$ cat config.mk
export PLATFORM = sky130hd
export DESIGN_NAME = risc_mgmt_mem_arbiter
export DESIGN_NICKNAME = d
export VERILOG_FILES = /design/src/rtl/risc_mgmt_mem_arbiter.sv
export SDC_FILE = /design/constraint.sdc
export NUM_CORES = 1
export LEC_CHECK = 0
export CAP_MARGIN = 40
export CORE_AREA = 5 5 162 164
export DETAILED_ROUTE_END_ITERATION = 16
export DIE_AREA = 0 0 167 169
export PLACE_DENSITY = 0.61
export SYNTH_ARGS = -nofsm -noshare
export SYNTH_HDL_FRONTEND = slang
export SYNTH_SLANG_ARGS = --single-unit
$ cat constraint.sdc
create_clock -name CLK -period 2.7 [get_ports CLK]
set_clock_uncertainty 0.05 [all_clocks]
set_input_delay 0.405 -clock CLK [delete_from_list [all_inputs] [get_ports CLK]]
set_output_delay 0.405 -clock CLK [all_outputs]
set_load 0.05 [all_outputs]
$ cat src/rtl/risc_mgmt_mem_arbiter.sv
// Memory-port arbiter for the RISC-MGMT extension array: fixed-priority grant,
// multi-cycle access FSM against the pipeline busy handshake, timeout abort and exception reporting.
module risc_mgmt_mem_arbiter #(
    parameter int NUM_EXT     = 4,
    parameter int DATA_W      = 32,
    parameter int MEM_TIMEOUT = 255
) (
    input  logic                      CLK,
    input  logic                      nRST,
    input  logic [NUM_EXT-1:0]        ext_active,
    input  logic [NUM_EXT-1:0]        ext_req_mem,
    input  logic [NUM_EXT-1:0]        ext_mem_ren,
    input  logic [NUM_EXT-1:0]        ext_mem_wen,
    input  logic [NUM_EXT*DATA_W-1:0] ext_mem_addr,
    input  logic [NUM_EXT*DATA_W-1:0] ext_mem_wdata,
    input  logic [NUM_EXT-1:0]        ext_exception,
    output logic [NUM_EXT-1:0]        ext_mem_done,
    output logic [DATA_W-1:0]         ext_mem_rdata,
    output logic [NUM_EXT-1:0]        grant,
    output logic [DATA_W-1:0]         mem_addr,
    output logic [DATA_W-1:0]         mem_wdata,
    output logic                      mem_ren,
    output logic                      mem_wen,
    input  logic                      mem_busy,
    input  logic [DATA_W-1:0]         mem_rdata,
    output logic                      execute_stall,
    output logic                      exception,
    output logic [NUM_EXT-1:0]        ex_cause,
    output logic                      timeout_err
);

    localparam int CNT_W = $clog2(MEM_TIMEOUT + 1);

    typedef enum logic [1:0] {
        ST_IDLE,
        ST_ACCESS,
        ST_DONE
    } state_e;

    state_e              state_q, state_d;
    logic [NUM_EXT-1:0]  grant_q, grant_d;
    logic [CNT_W-1:0]    cnt_q, cnt_d;
    logic [DATA_W-1:0]   rdata_q, rdata_d;
    logic                exception_q, exception_d;
    logic [NUM_EXT-1:0]  ex_cause_q, ex_cause_d;
    logic                timeout_err_q, timeout_err_d;

    logic [NUM_EXT-1:0]  cand;
    logic [NUM_EXT-1:0]  cand_lowest;
    logic [DATA_W-1:0]   sel_addr;
    logic [DATA_W-1:0]   sel_wdata;
    logic                owner_wen;
    logic [CNT_W-1:0]    cnt_inc;
    logic                in_access;
    logic                abort;

    assign cand        = ext_active & ext_req_mem & (ext_mem_ren | ext_mem_wen);
    // Two's-complement trick isolates the lowest set bit: lowest index wins.
    assign cand_lowest = cand & (~cand + NUM_EXT'(1));
    assign in_access   = (state_q == ST_ACCESS);
    assign owner_wen   = |(grant_q & ext_mem_wen);
    assign cnt_inc     = (cnt_q == CNT_W'(MEM_TIMEOUT)) ? cnt_q : cnt_q + CNT_W'(1);
    assign abort       = in_access && mem_busy && (cnt_inc == CNT_W'(MEM_TIMEOUT));

    // One-hot grant, so OR-ing the masked slices is a plain mux.
    always_comb begin
        // NOTE: every always_comb output gets a default first so no path leaves it unassigned and infers a latch.
        sel_addr  = '0;
        sel_wdata = '0;
        for (int i = 0; i < NUM_EXT; i++) begin
            if (grant_q[i]) begin
                sel_addr  = sel_addr  | ext_mem_addr[i*DATA_W +: DATA_W];
                sel_wdata = sel_wdata | ext_mem_wdata[i*DATA_W +: DATA_W];
            end
        end
    end

    always_comb begin
        state_d = state_q;
        grant_d = grant_q;
        cnt_d   = cnt_q;
        rdata_d = rdata_q;
        unique case (state_q)
            ST_IDLE: begin
                cnt_d = '0;
                if (cand != '0) begin
                    grant_d = cand_lowest;
                    state_d = ST_ACCESS;
                end
            end
            ST_ACCESS: begin
                cnt_d = cnt_inc;
                if (!mem_busy) begin
                    rdata_d = mem_rdata;
                    cnt_d   = '0;
                    state_d = ST_DONE;
                end else if (abort) begin
                    cnt_d   = '0;
                    grant_d = '0;
                    state_d = ST_IDLE;
                end
            end
            ST_DONE: begin
                grant_d = '0;
                state_d = ST_IDLE;
            end
            default: begin
                grant_d = '0;
                cnt_d   = '0;
                state_d = ST_IDLE;
            end
        endcase
    end

    // A timeout abort ORs the lost owner into whatever the extensions report this cycle.
    always_comb begin
        ex_cause_d    = (ext_exception & ext_active) | (abort ? grant_q : '0);
        exception_d   = |ex_cause_d;
        timeout_err_d = abort;
    end

    always_ff @(posedge CLK or negedge nRST) begin
        if (!nRST) begin
            state_q       <= ST_IDLE;
            grant_q       <= '0;
            cnt_q         <= '0;
            rdata_q       <= '0;
            exception_q   <= 1'b0;
            ex_cause_q    <= '0;
            timeout_err_q <= 1'b0;
        end else begin
            // NOTE: sequential state uses non-blocking assignments so every flop samples pre-edge values.
            state_q       <= state_d;
            grant_q       <= grant_d;
            cnt_q         <= cnt_d;
            rdata_q       <= rdata_d;
            exception_q   <= exception_d;
            ex_cause_q    <= ex_cause_d;
            timeout_err_q <= timeout_err_d;
        end
    end

    assign grant         = grant_q;
    assign ext_mem_done  = (state_q == ST_DONE) ? grant_q : '0;
    assign ext_mem_rdata = rdata_q;
    assign mem_addr      = in_access ? sel_addr  : '0;
    assign mem_wdata     = in_access ? sel_wdata : '0;
    assign mem_wen       = in_access &&  owner_wen;
    assign mem_ren       = in_access && !owner_wen;
    // Held low while in reset so every output reads 0 during nRST.
    assign execute_stall = nRST && ((state_q != ST_IDLE) || (cand != '0));
    assign exception     = exception_q;
    assign ex_cause      = ex_cause_q;
    assign timeout_err   = timeout_err_q;

endmodule

==> summary.md, run 1 <==
| Metric | Value |
|---|---|
| Instance area at placement | about 0.0091 mm² |
| Worst-Margin Slew | 646 ps |
| Tmin final | between 2000 and 3000 ps |
| Normalized max-slew margin | 0.569 |
| TritonCTS buffer count | 5 |
| Routed len/inst | 22.0 µm |
| Root Buffer Master | clkbuf_16 |
| Tcrit/Tclk final | 0.934 |
| Clock transition at the registers of the reported paths | about 70 ps |
| Crit path required time | ~2300 ps |
| Final #Nets | ~1,100 |
| Die ar. | 0.0282 mm² |
| Sequential area share after synthesis | 0.345 |
| Total wire length | approximately 26,000 µm |
| Power per Cell Area | between 1000 and 1500 mW/mm² |
| Worst setup path start | state_q[1] |
| Total gr overflow | 0 |
| Antenna viol nets, final | 0 |
| Finished Cell Area | between 0.009 and 0.01 mm² |
| Setup Viol. Count Final | 0 |
| CTS tree | built |
| Number of port buffers | 423 |
| Die Span X | 167 µm |
| FILL cells | roughly 2,400 |
| Number of post-CTS setup repair buffers | 0 |
| Leading area contributor after synthesis | dfrtp_1 |
| Post-synthesis async set-or-reset flop share | 1.00 |
| Critical setup path kind | reg2out |
| Bufs on Longest Clock Path | 2 |
| Vias in the first global route | approximately 5,400 |
| CP max FO | 40 |
| Detailed Routing Iterations Pass 1 | 5 |
| Post-synth top area share | 0.345 |
| RSZ-0062 raised after global routing | false |
| Die Span Y | approximately 170 µm |
| Netlist cell types | 39 |
| Clock sinks | 52 |
| Area added between synthesis and finish | 146% |
| Wire length of the first global-routing pass | between 30,000 and 40,000 µm |
| Status | finished clean |
| FF+latch count, synth | 52 |
| Max Fclk | slightly below 400 MHz |
| Post-synth EDFFs | 0 |
| Largest net degree at the start of global routing | 52 |
| Synthesis Warnings | 0 |
| FF-to-FF Start | cnt_q[0] |
| Startpoint Class | register |
| Top Ports | 424 |
| VDD IR-drop max | 551 µV |
| All-Layer GR Usage | 0.166 |
| Initial Utilization | 0.152 |
| Vias per cell | around 4.6 |
| Critical path endpoint category | output pin |
| Top_reg_cell synth | dfrtp_1 |
| Routed vias | 5,385 |
| Synth top area cells | dfrtp_1 (34%), a22oi_1 (26%), a21oi_1 (10%) |
| Lkg Pwr | ~3.4 nW |
| Count of final hold-check violations | 0 |
| Post-Syn Area | around 0.0038 mm² |
| Critical path data arrival time | 2070 ps |
| DRC | 0 |
| GP Congestion | 0.882 |
| Antenna violations before repair | 3 |
| Clock Latency Late Sink | between 200 and 300 ps |
| H-tree Lvls | 2 |
| Post-Syn Instances | 426 |
| Fin Setup TNS | 0 ps |
| Final max-slew violation count | 0 |
| Hpwl dp | about 21,000 µm |
| Core area | between 0.02 and 0.025 mm² |
| DRT iter0 DRCs | just over 500 |
| Row count | between 50 and 60 |
| Share of cells above drive strength 1 | 0.195 |
| Syn Area/Cell | 8.86 µm² |
| Max-cap violations | 0 |
| Worst hold path type | in2async |
| Post-Synthesis Net Count | approximately 740 |
-- state kept, by name, summed over array words and instances (netlist names) --
name and count:
ext_mem_rdata 32, timeout_err 1, ex_cause 4, cnt_q 8
exception 1, state_q 2, grant 4
-- synthesized netlist by cell type (4+ instances only) --
| library cell | n |
|---|---|
| a22oi_1 | 132 |
| a21oi_1 | 75 |
| dfrtp_1 | 52 |
| clkbuf_1 | 37 |
| mux2_2 | 32 |
| nand2_1 | 11 |
| nand3_1 | 10 |
| inv_1 | 7 |
| nor2_1 | 7 |
| and2_1 | 6 |
| o211ai_1 | 5 |
| a22o_1 | 4 |
| buf_1 | 4 |
| o21ai_0 | 4 |
| o22ai_1 | 4 |
-- logic make-up (layout without fill, tap and decap cells) --
family	after synthesis	after routing	share of synthesized area
mux	32	32	0.0955
compound gates	239	239	0.427
simple gates	49	49	0.0733
buf+inv	53	461	0.0557
other cells	0	2	0
fa+ha+maj	1	1	0.00332
flops	52	52	0.345
-- per-layer routing --
layer  wire length (µm)  track usage
met2              12700        0.280
met4                454       0.0327
met3               1930       0.0476
met1              10600        0.214
met5                 13            0
-- cell usage in the layout (no fill, tap or decap), types with 6 or more instances in the layout --
master           instances
a21oi_1                 56
a21oi_2                 19
a22oi_1                132
and2_1                   6
buf_12                  64
buf_4                   29
clkdlybuf4s50_1        351
dfrtp_1                 48
inv_1                    7
mux2_2                  32
nand2_1                 11
nand3_1                 10
nor2_1                   6
-- area by class of cell --
type                       count  area (µm²)  area share
timing repair buffer         446        5030       0.542
inverter                       7        26.3     0.00283
tap                          330         413      0.0445
clock buffer                   6         139      0.0150
antenna                        2        5.00    0.000540
multi-input combinational    321        2340       0.253
sequential                    52        1310       0.141
clock inverter                 2        13.8     0.00148
-- through the flow --
step	total power (W)	cells	worst slack, ps	util	hold slack (ps)
after floorplan	0.00555	426	171	-	59.4
after global placement	0.00925	1155	389	0.368	198
after detailed placement	0.00928	1155	394	0.368	194
after CTS	0.00998	1164	165	0.375	426
after global routing	0.0103	1166	77.0	0.375	421
final	0.00987	1166	179	0.375	424
-- final timing paths --
path                                      to  slack (ps)  cells past startpoint
max reg2reg                      ex_cause[1]         510                      6
min in group CLK           ext_mem_rdata[31]         460                      1
max                             mem_addr[31]         180                      4
min                        ext_mem_rdata[23]         420                      2
max in group asynchronous           grant[1]        1270                      3
min reg2reg                ext_mem_rdata[31]         460                      1
-- where the power goes --
group          switching (W)  total, W  internal [W]
logic                0.00458   0.00780       0.00322
clock network       0.000293  0.000665      0.000371
registers           0.000329   0.00141       0.00108
-- repair_timing --
action,in CTS,in global routing
resized for setup,0,0
hold endpoints to repair,2,0
hold buffers,1,0
-- worst max-delay path, stage by stage (launching register included) --
cell and delay [ps]:
dfrtp_1 430, nand2b_4 530, buf_4 450, a21oi_1 140, buf_12 180
Power figures use the tool's default switching activity.
==> inputs of run 2 (changes only) <==
--- a/config.mk
+++ b/config.mk
@@ -7,6 +7,7 @@
 export LEC_CHECK = 0
 export CAP_MARGIN = 40
 export CORE_AREA = 5 5 162 164
+export CTS_CLUSTER_DIAMETER = 60
 export DETAILED_ROUTE_END_ITERATION = 16
 export DIE_AREA = 0 0 167 169
 export PLACE_DENSITY = 0.61
==> results of run 2 <==
Final layout, timing and power as in run 1 (identical DEF).
